[src/rtl/irst_fetch_unit.sv]
// irst_fetch_unit
//   Instruction fetch PC generator with a built-in instruction-memory
//   reset/test (IRST) sweep engine.
//
//   FUNC : normal fetch, PC advances by 1 or by a signed branch offset.
//   FTI  : read sweep over addresses 0..irst_limit, pc = {0, sweep address}.
//   MIS  : write sweep over the same range, pc = {1, sweep address},
//          write_en asserted on every unstalled cycle.
//   DONE : sweep finished, waits for irst_start to drop.
//
//   Configuration macro: IRST_SHADOW_PC_EN
//     defined   -> PC is saved on entry to the sweep and restored on exit.
//     undefined -> PC restarts from 0 after the sweep; no shadow register.
module irst_fetch_unit #(
  parameter int PC_WIDTH     = 8,
  parameter int OFFSET_WIDTH = 6,
  parameter int CNT_WIDTH    = 6
) (
  input  logic                    clk,
  input  logic                    rst_n,
  input  logic                    fetch_en,
  input  logic                    stall,
  input  logic                    branch_taken,
  input  logic [OFFSET_WIDTH-1:0] branch_offset,
  input  logic                    irst_start,
  input  logic [PC_WIDTH-2:0]     irst_limit,
  input  logic [CNT_WIDTH-1:0]    irst_passes,
  output logic [PC_WIDTH-1:0]     pc,
  output logic                    write_en,
  output logic                    irst_busy,
  output logic                    irst_done,
  output logic [CNT_WIDTH-1:0]    pass_count
);

  // Sweep address covers the lower half of the address space; the top
  // pc bit selects read (FTI) or write (MIS) half.
  localparam int SW_WIDTH = PC_WIDTH - 1;

  typedef enum logic [1:0] {
    ST_FUNC = 2'd0,
    ST_FTI  = 2'd1,
    ST_MIS  = 2'd2,
    ST_DONE = 2'd3
  } state_t;

  state_t                state_q, state_d;
  logic [PC_WIDTH-1:0]   pc_reg_q, pc_reg_d;
  logic [SW_WIDTH-1:0]   sweep_q, sweep_d;
  logic [CNT_WIDTH-1:0]  pass_q, pass_d;

`ifdef IRST_SHADOW_PC_EN
  logic [PC_WIDTH-1:0]   shadow_q, shadow_d;
`endif

  // Derived values used by the next-state logic.
  logic [PC_WIDTH-1:0]   branch_ext;
  logic [PC_WIDTH-1:0]   pc_func_next;
  logic [SW_WIDTH-1:0]   sweep_inc;
  logic                  sweep_end;
  logic                  pass_more;
  logic                  pass_sat;
  logic [PC_WIDTH-1:0]   pc_restore;

  // Sign-extend the branch offset and form the functional next PC.
  always_comb begin
    branch_ext   = {{(PC_WIDTH-OFFSET_WIDTH){branch_offset[OFFSET_WIDTH-1]}},
                    branch_offset};
    pc_func_next = branch_taken ? (pc_reg_q + branch_ext)
                                : (pc_reg_q + PC_WIDTH'(1));
  end

  // Sweep bookkeeping: limit and pass target are compared live every cycle.
  always_comb begin
    sweep_inc = sweep_q + SW_WIDTH'(1);
    sweep_end = (sweep_q == irst_limit);
    pass_more = (pass_q < irst_passes);
    pass_sat  = &pass_q;
  end

  // Value loaded into the PC when leaving DONE.
`ifdef IRST_SHADOW_PC_EN
  always_comb begin
    pc_restore = shadow_q;
  end
`else
  always_comb begin
    pc_restore = '0;
  end
`endif

  // Next-state logic: a stall freezes every register in every state.
  always_comb begin
    state_d  = state_q;
    pc_reg_d = pc_reg_q;
    sweep_d  = sweep_q;
    pass_d   = pass_q;
`ifdef IRST_SHADOW_PC_EN
    shadow_d = shadow_q;
`endif
    if (!stall) begin
      unique case (state_q)
        ST_FUNC: begin
          if (fetch_en) begin
            pc_reg_d = pc_func_next;
          end
          if (irst_start) begin
            state_d = ST_FTI;
            sweep_d = '0;
            pass_d  = '0;
`ifdef IRST_SHADOW_PC_EN
            shadow_d = pc_reg_q;
`endif
          end
        end
        ST_FTI: begin
          if (sweep_end) begin
            sweep_d = '0;
            state_d = pass_more ? ST_MIS : ST_DONE;
          end else begin
            sweep_d = sweep_inc;
          end
        end
        ST_MIS: begin
          if (sweep_end) begin
            sweep_d = '0;
            state_d = ST_FTI;
            if (!pass_sat) begin
              pass_d = pass_q + CNT_WIDTH'(1);
            end
          end else begin
            sweep_d = sweep_inc;
          end
        end
        ST_DONE: begin
          if (!irst_start) begin
            state_d  = ST_FUNC;
            pc_reg_d = pc_restore;
          end
        end
        default: begin
          state_d = ST_FUNC;
        end
      endcase
    end
  end

  // State registers with asynchronous active-low reset.
  always_ff @(posedge clk or negedge rst_n) begin
    if (!rst_n) begin
      state_q  <= ST_FUNC;
      pc_reg_q <= '0;
      sweep_q  <= '0;
      pass_q   <= '0;
    end else begin
      state_q  <= state_d;
      pc_reg_q <= pc_reg_d;
      sweep_q  <= sweep_d;
      pass_q   <= pass_d;
    end
  end

`ifdef IRST_SHADOW_PC_EN
  // Shadow PC register, saved on sweep entry and cleared by reset.
  always_ff @(posedge clk or negedge rst_n) begin
    if (!rst_n) begin
      shadow_q <= '0;
    end else begin
      shadow_q <= shadow_d;
    end
  end
`endif

  // Output decode: pc mux, write strobe and status flags from state.
  always_comb begin
    pc        = pc_reg_q;
    write_en  = 1'b0;
    irst_busy = 1'b0;
    irst_done = 1'b0;
    unique case (state_q)
      ST_FUNC: begin
        pc = pc_reg_q;
      end
      ST_FTI: begin
        pc        = {1'b0, sweep_q};
        irst_busy = 1'b1;
      end
      ST_MIS: begin
        pc        = {1'b1, sweep_q};
        irst_busy = 1'b1;
        write_en  = ~stall;
      end
      ST_DONE: begin
        pc        = pc_reg_q;
        irst_done = 1'b1;
      end
      default: begin
        pc = pc_reg_q;
      end
    endcase
  end

  assign pass_count = pass_q;

endmodule

[config.mk]
export PLATFORM = sky130hd
export DESIGN_NAME = irst_fetch_unit
export DESIGN_NICKNAME = d
export VERILOG_FILES = /design/src/rtl/irst_fetch_unit.sv
export SDC_FILE = /design/constraint.sdc
export NUM_CORES = 1
export LEC_CHECK = 0
export CAP_MARGIN = 20
export CORE_MARGIN = 2
export CORE_UTILIZATION = 37
export CTS_BUF_LIST = sky130_fd_sc_hd__clkbuf_4 sky130_fd_sc_hd__clkbuf_8
export DETAILED_ROUTE_END_ITERATION = 10
export GPL_ROUTABILITY_DRIVEN = 0
export SLEW_MARGIN = 40
export SYNTH_ARGS = -nofsm -noshare
export SYNTH_HDL_FRONTEND = slang
export SYNTH_SLANG_ARGS = --single-unit
[constraint.sdc]
create_clock -name clk -period 2.4 [get_ports clk]
set_input_delay 0.6 -clock clk [delete_from_list [all_inputs] [get_ports clk]]
set_output_delay 0.6 -clock clk [all_outputs]
set_load 0.02 [all_outputs]
* Yosys cells after proc, flatten, opt, wreduce, memory -nomap -nowiden *
Cells that the tools add are included.

storage, ports and cells
  input bits = 25
  bits in registers = 23
  output and inout port bits = 17
  word-level logic and storage cells = 52

cells by class
  $add $sub $neg = 4
  equality and inequality tests = 10
  bitwise logic cells = 1
  magnitude comparators = 1
  reductions and logical operators = 11
  multiplexer cells = 21

operators by type and width
  cell                   number
  $mux W8                3
  $pmux W8 S3            1
  $mux W6                3
  $pmux W8 S2            1
  $mux W7                2
  $pmux W7 S2            1
  $ne A2 B2 Y1 const B   6
  $pmux W6 S2            1
  $reduce_and A5 Y1      2
  $add A8 B1 Y8 const B  1
  $add A8 B8 Y8          1
  $mux W2                4
  $pmux W2 S4            1
  $add A7 B1 Y7 const B  1
  $eq A7 B7 Y1           1
  $add A6 B1 Y6 const B  1
  $lt A6 B6 Y1           1
  $reduce_and A6 Y1      1
  $reduce_bool A2 Y1     3
  $eq A2 B2 Y1 const B   2
  $mux W1                4
  $reduce_and A4 Y1      1
  $reduce_or A2 Y1       2
  $reduce_and A3 Y1      1
  other kinds (3)        3

* Logic depth before layout (Yosys ltp) *
  depth in word-level cells = 4
  depth in mapped cells = 8
  mapped depth without buffers = 8

* Worst setup path after synthesis *
OpenSTA, ideal clock, no wires.

  path type = input -> register
  start = in branch_offset[0]
  end = reg pc_reg_q[6]
  data arrival time = 2.089 ns
  required time = 2.266 ns
  path slack = 0.177 ns
  cell stages on the path = 8
  buffers on the path = 0
  library setup time = 0.134 ns
  cell sequence = nand2b_1 > ha_1 > fa_1 > a211oi_1 > o21bai_1 > a21oi_1 > xor2_1 > o31ai_1

on the way
  word-level cells in the longest chain between the ends = 4

RTL lines
  item                    RTL line  RTL
  start: declaration      24        input logic [OFFSET_WIDTH-1:0] branch_offset,
  $add A8 B8 Y8           68        pc_func_next = branch_taken ? (pc_reg_q + branch_ext)
  $mux W8                 68
  $mux W8                 103       if (fetch_en) begin
  $pmux W8 S2             101       unique case (state_q)
  end signal: assignment  156       pc_reg_q <= pc_reg_d;
  end: declaration        47        logic [PC_WIDTH-1:0] pc_reg_q, pc_reg_d;

No other way between the ends. The select of a mux whose other input is x is not followed.
A chain may end at the register's enable or synchronous reset.

* Worst setup path after layout *
  start = reg state_q[1]
  end = out irst_done

on the way
  word-level cells in the longest chain between the ends = 2

RTL lines
  item                      RTL line  RTL
  start: declaration        46        state_t state_q, state_d;
  start signal: assignment  155       state_q <= state_d;
  $eq A2 B2 Y1              179       unique case (state_q)
  $mux W1                   179
  end: declaration          31        output logic irst_done,

No other way between the ends.

==> run metrics <==
share of cells above drive strength 1=between 10% and 20%; Max clock buf depth=2; Synthesis Warnings=0; RSZ-0062 raised after global routing=no; data required time at the worst endpoint=1.80 ns; Slew Viols, Final=0; Filler cells=approximately 470; Antenna Cells=0; min Tclk post-route=roughly 2.3 ns; largest cells by area after synthesis=dfrtp_1 (31%), ha_1 (12%), nand2_1 (5.8%), a22o_1 (4.6%), xor2_1 (4.2%); Arr. time, crit path=1.72 ns; register area=roughly 580 um^2; crit path kind=reg2out; later-pin clock latency in the skew report=about 0.27 ns; Synth area leader=dfrtp_1; Peak Freq=between 400 and 500 MHz; outcome=complete, no violations; DRT iter0 DRCs=~130; Hold Slack=~0.55 ns; endpoints failing hold=0; Die W=75.4 um; number of global-route vias before repair=~1800; maximum vdd drop=0.000437 V; post-DP HPWL=approximately 3800 um; Mapped Cells=roughly 220; GRT Resource Usage Total=between 10% and 20%; worst r2r path cells=7; Vias/cell=roughly 5.3; post-synthesis register bit count=23; Initial Util=39.1%; grt ovf=0; Async S/R FF share, synth=100%; Die Area=5680 um^2; largest family of logic cells by synthesized area=compound AO/OA/AOI/OAI gates; P&R area growth vs syn=41.6%; critical path launch point type=flip-flop; Post-Synth XOR/XNOR Area=approximately 5.1%; htree depth=1; Post-synth EDFFs=0; unique cell type count in the Yosys netlist=42; post-route ant nets=0; top cells by count, synth=nand2_1 (29), dfrtp_1 (23), ha_1 (18); post-synthesis compound-gate area fraction=about 22%; vias after detailed routing=~1900; leakage dissipation=about 1.2 nW; clock skew=0.00418 ns; period utilization=a little over nine tenths; Crit. End Element=primary output; Net Count, Synth=between 200 and 300; Synth Area in Adders=a little over an eighth; setup TNS after final layout=0 ns; DRT Wirelength=5010 um; DR pass1 iterations=4; simple-gate share of the synthesized area=19.3%; Synth top area share=between 30% and 40%; Max Cap Violations=0; Slew @ Worst Pin=0.486 ns; hold buffers post-CTS=0; Crit Path Max Fanout=8; largest net degree at the start of global routing=24; num ports=42; # nets final=330; Root Buffer=clkbuf_8; first-pass GRT wire length=around 8300 um; initial antenna violation count=0; Min-Delay Path Depth=2; Site Rows=25; die span in y=~75 um; Hold/Removal Path Class=reg2reg; Cell Area, Synth=~1900 um^2; ys flop type=dfrtp_1; average wire per cell in the routed design=between 10 and 15 um; DRC violation count after routing=0; register area share after synthesis=a little under a third; area of the multi-input gates=~1300 um^2; Core Region=~4800 um^2; multiplexer area fraction after synthesis=around 5.5%; Slew HR=around two thirds; Sink Count=23; count leader, synth=nand2_1; CTS tree=yes; CTS clock-pin slew for the worst setup and hold paths=roughly 0.09 ns; Power Dens Cells=around 900 nW/um^2; Post-Synthesis Mean Instance Area=8.53 um^2; Setup Viol. Count Final=0; TritonCTS Buffers=3; # port buffers=slightly above 40
cell usage in the layout (no fill, tap or decap), drive strengths merged, types with 5 or more instances in the layout:
master / synthesis / routed
nor3: 6 / 6
o21ai: 11 / 11
clkbuf: 8 / 10
a21oi: 14 / 14
nand2: 29 / 29
xor2: 9 / 9
a211oi: 5 / 5
mux2i: 7 / 7
nor2: 13 / 13
a22o: 10 / 10
nand3: 8 / 8
buf: 1 / 30
and2: 6 / 6
clkdlybuf4s50: 0 / 29
dfrtp: 23 / 23
ha: 18 / 18
o31ai: 5 / 5
inv: 12 / 12
what timing repair did:
item / 4_1_cts / 5_1_grt
endpoints found under the setup margin: 12 / 13
setup buffers: 0 / 1
pin swaps: 1 / 10
cloned: 0 / 0
resized for setup: 29 / 17
cell type report:
type	count	area share [%]
inverters	12	1.69
multi-input cells	177	49.8
flip-flops and latches	23	21.6
repair buffers	69	22.0
clock buffers	4	1.83
well taps	67	3.14
power by group:
group | leakage [nW] | internal (mW) | switching [mW]
clock network | 0.0262 | 0.130 | 0.135
registers | 0.293 | 0.505 | 0.194
logic | 0.930 | 0.704 | 0.733
total | 1.25 | 1.34 | 1.06
critical path: stages (launching register included):
cell	delay, ns
dfrtp_1	0.41
ha_1	0.37
clkdlybuf4s50_1	0.67
registers in the layout, summed over array words and instances (netlist names):
name        flops
state_q         2
sweep_q         7
pc_reg_q        8
pass_count      6
metrics by stage:
| step | cells | instance area [um^2] | power (mW) | worst slack (ns) | util (%) |
|---|---|---|---|---|---|
| detailed placement | 347 | 2550 | 2.11 | -0.389 | 52.9 |
| finish | 352 | 2670 | 2.40 | 0.0799 | 55.4 |
| floorplan | 221 | 1890 | 1.51 | 0.177 | - |
| CTS | 351 | 2660 | 2.41 | 0.00564 | 55.1 |
| global route | 352 | 2670 | 2.60 | 0.0141 | 55.4 |
| global placement | 347 | 2550 | 2.10 | -0.374 | 52.9 |
logic make-up (layout without fill, tap and decap cells):
family | after synthesis | count (layout)
muxes | 10 | 10
adders and majority gates | 19 | 19
AOI/OAI and AO/OA | 62 | 62
and+or+nand+nor | 75 | 75
DFF | 23 | 23
xor gates and xnor gates | 11 | 11
buffers and inverters | 21 | 85
path summary, 6_finish.rpt:
kind                             start          end  slack [ns]
setup / recovery            state_q[1]    irst_done        0.08
hold / removal             pc_reg_q[5]  pc_reg_q[5]        0.55
setup reg to reg            state_q[1]  pc_reg_q[7]        0.34
hold reg to reg            pc_reg_q[5]  pc_reg_q[5]        0.55
max in group asynchronous        rst_n  pc_reg_q[4]        1.46
min in group asynchronous        rst_n   state_q[0]        0.69
per-layer routing:
layer | track usage [%] | part of all wire, % | vias to the layer above
met1 | 26.9 | 48 | 880
met4 | 7.02 | 1.3 | 0
met2 | 30.7 | 46 | 46
li1 | - | - | 922
met3 | 1.85 | 4.1 | 5
met5 | 0 | 0 | -
No activity file was read; power rests on OpenSTA's default activity.
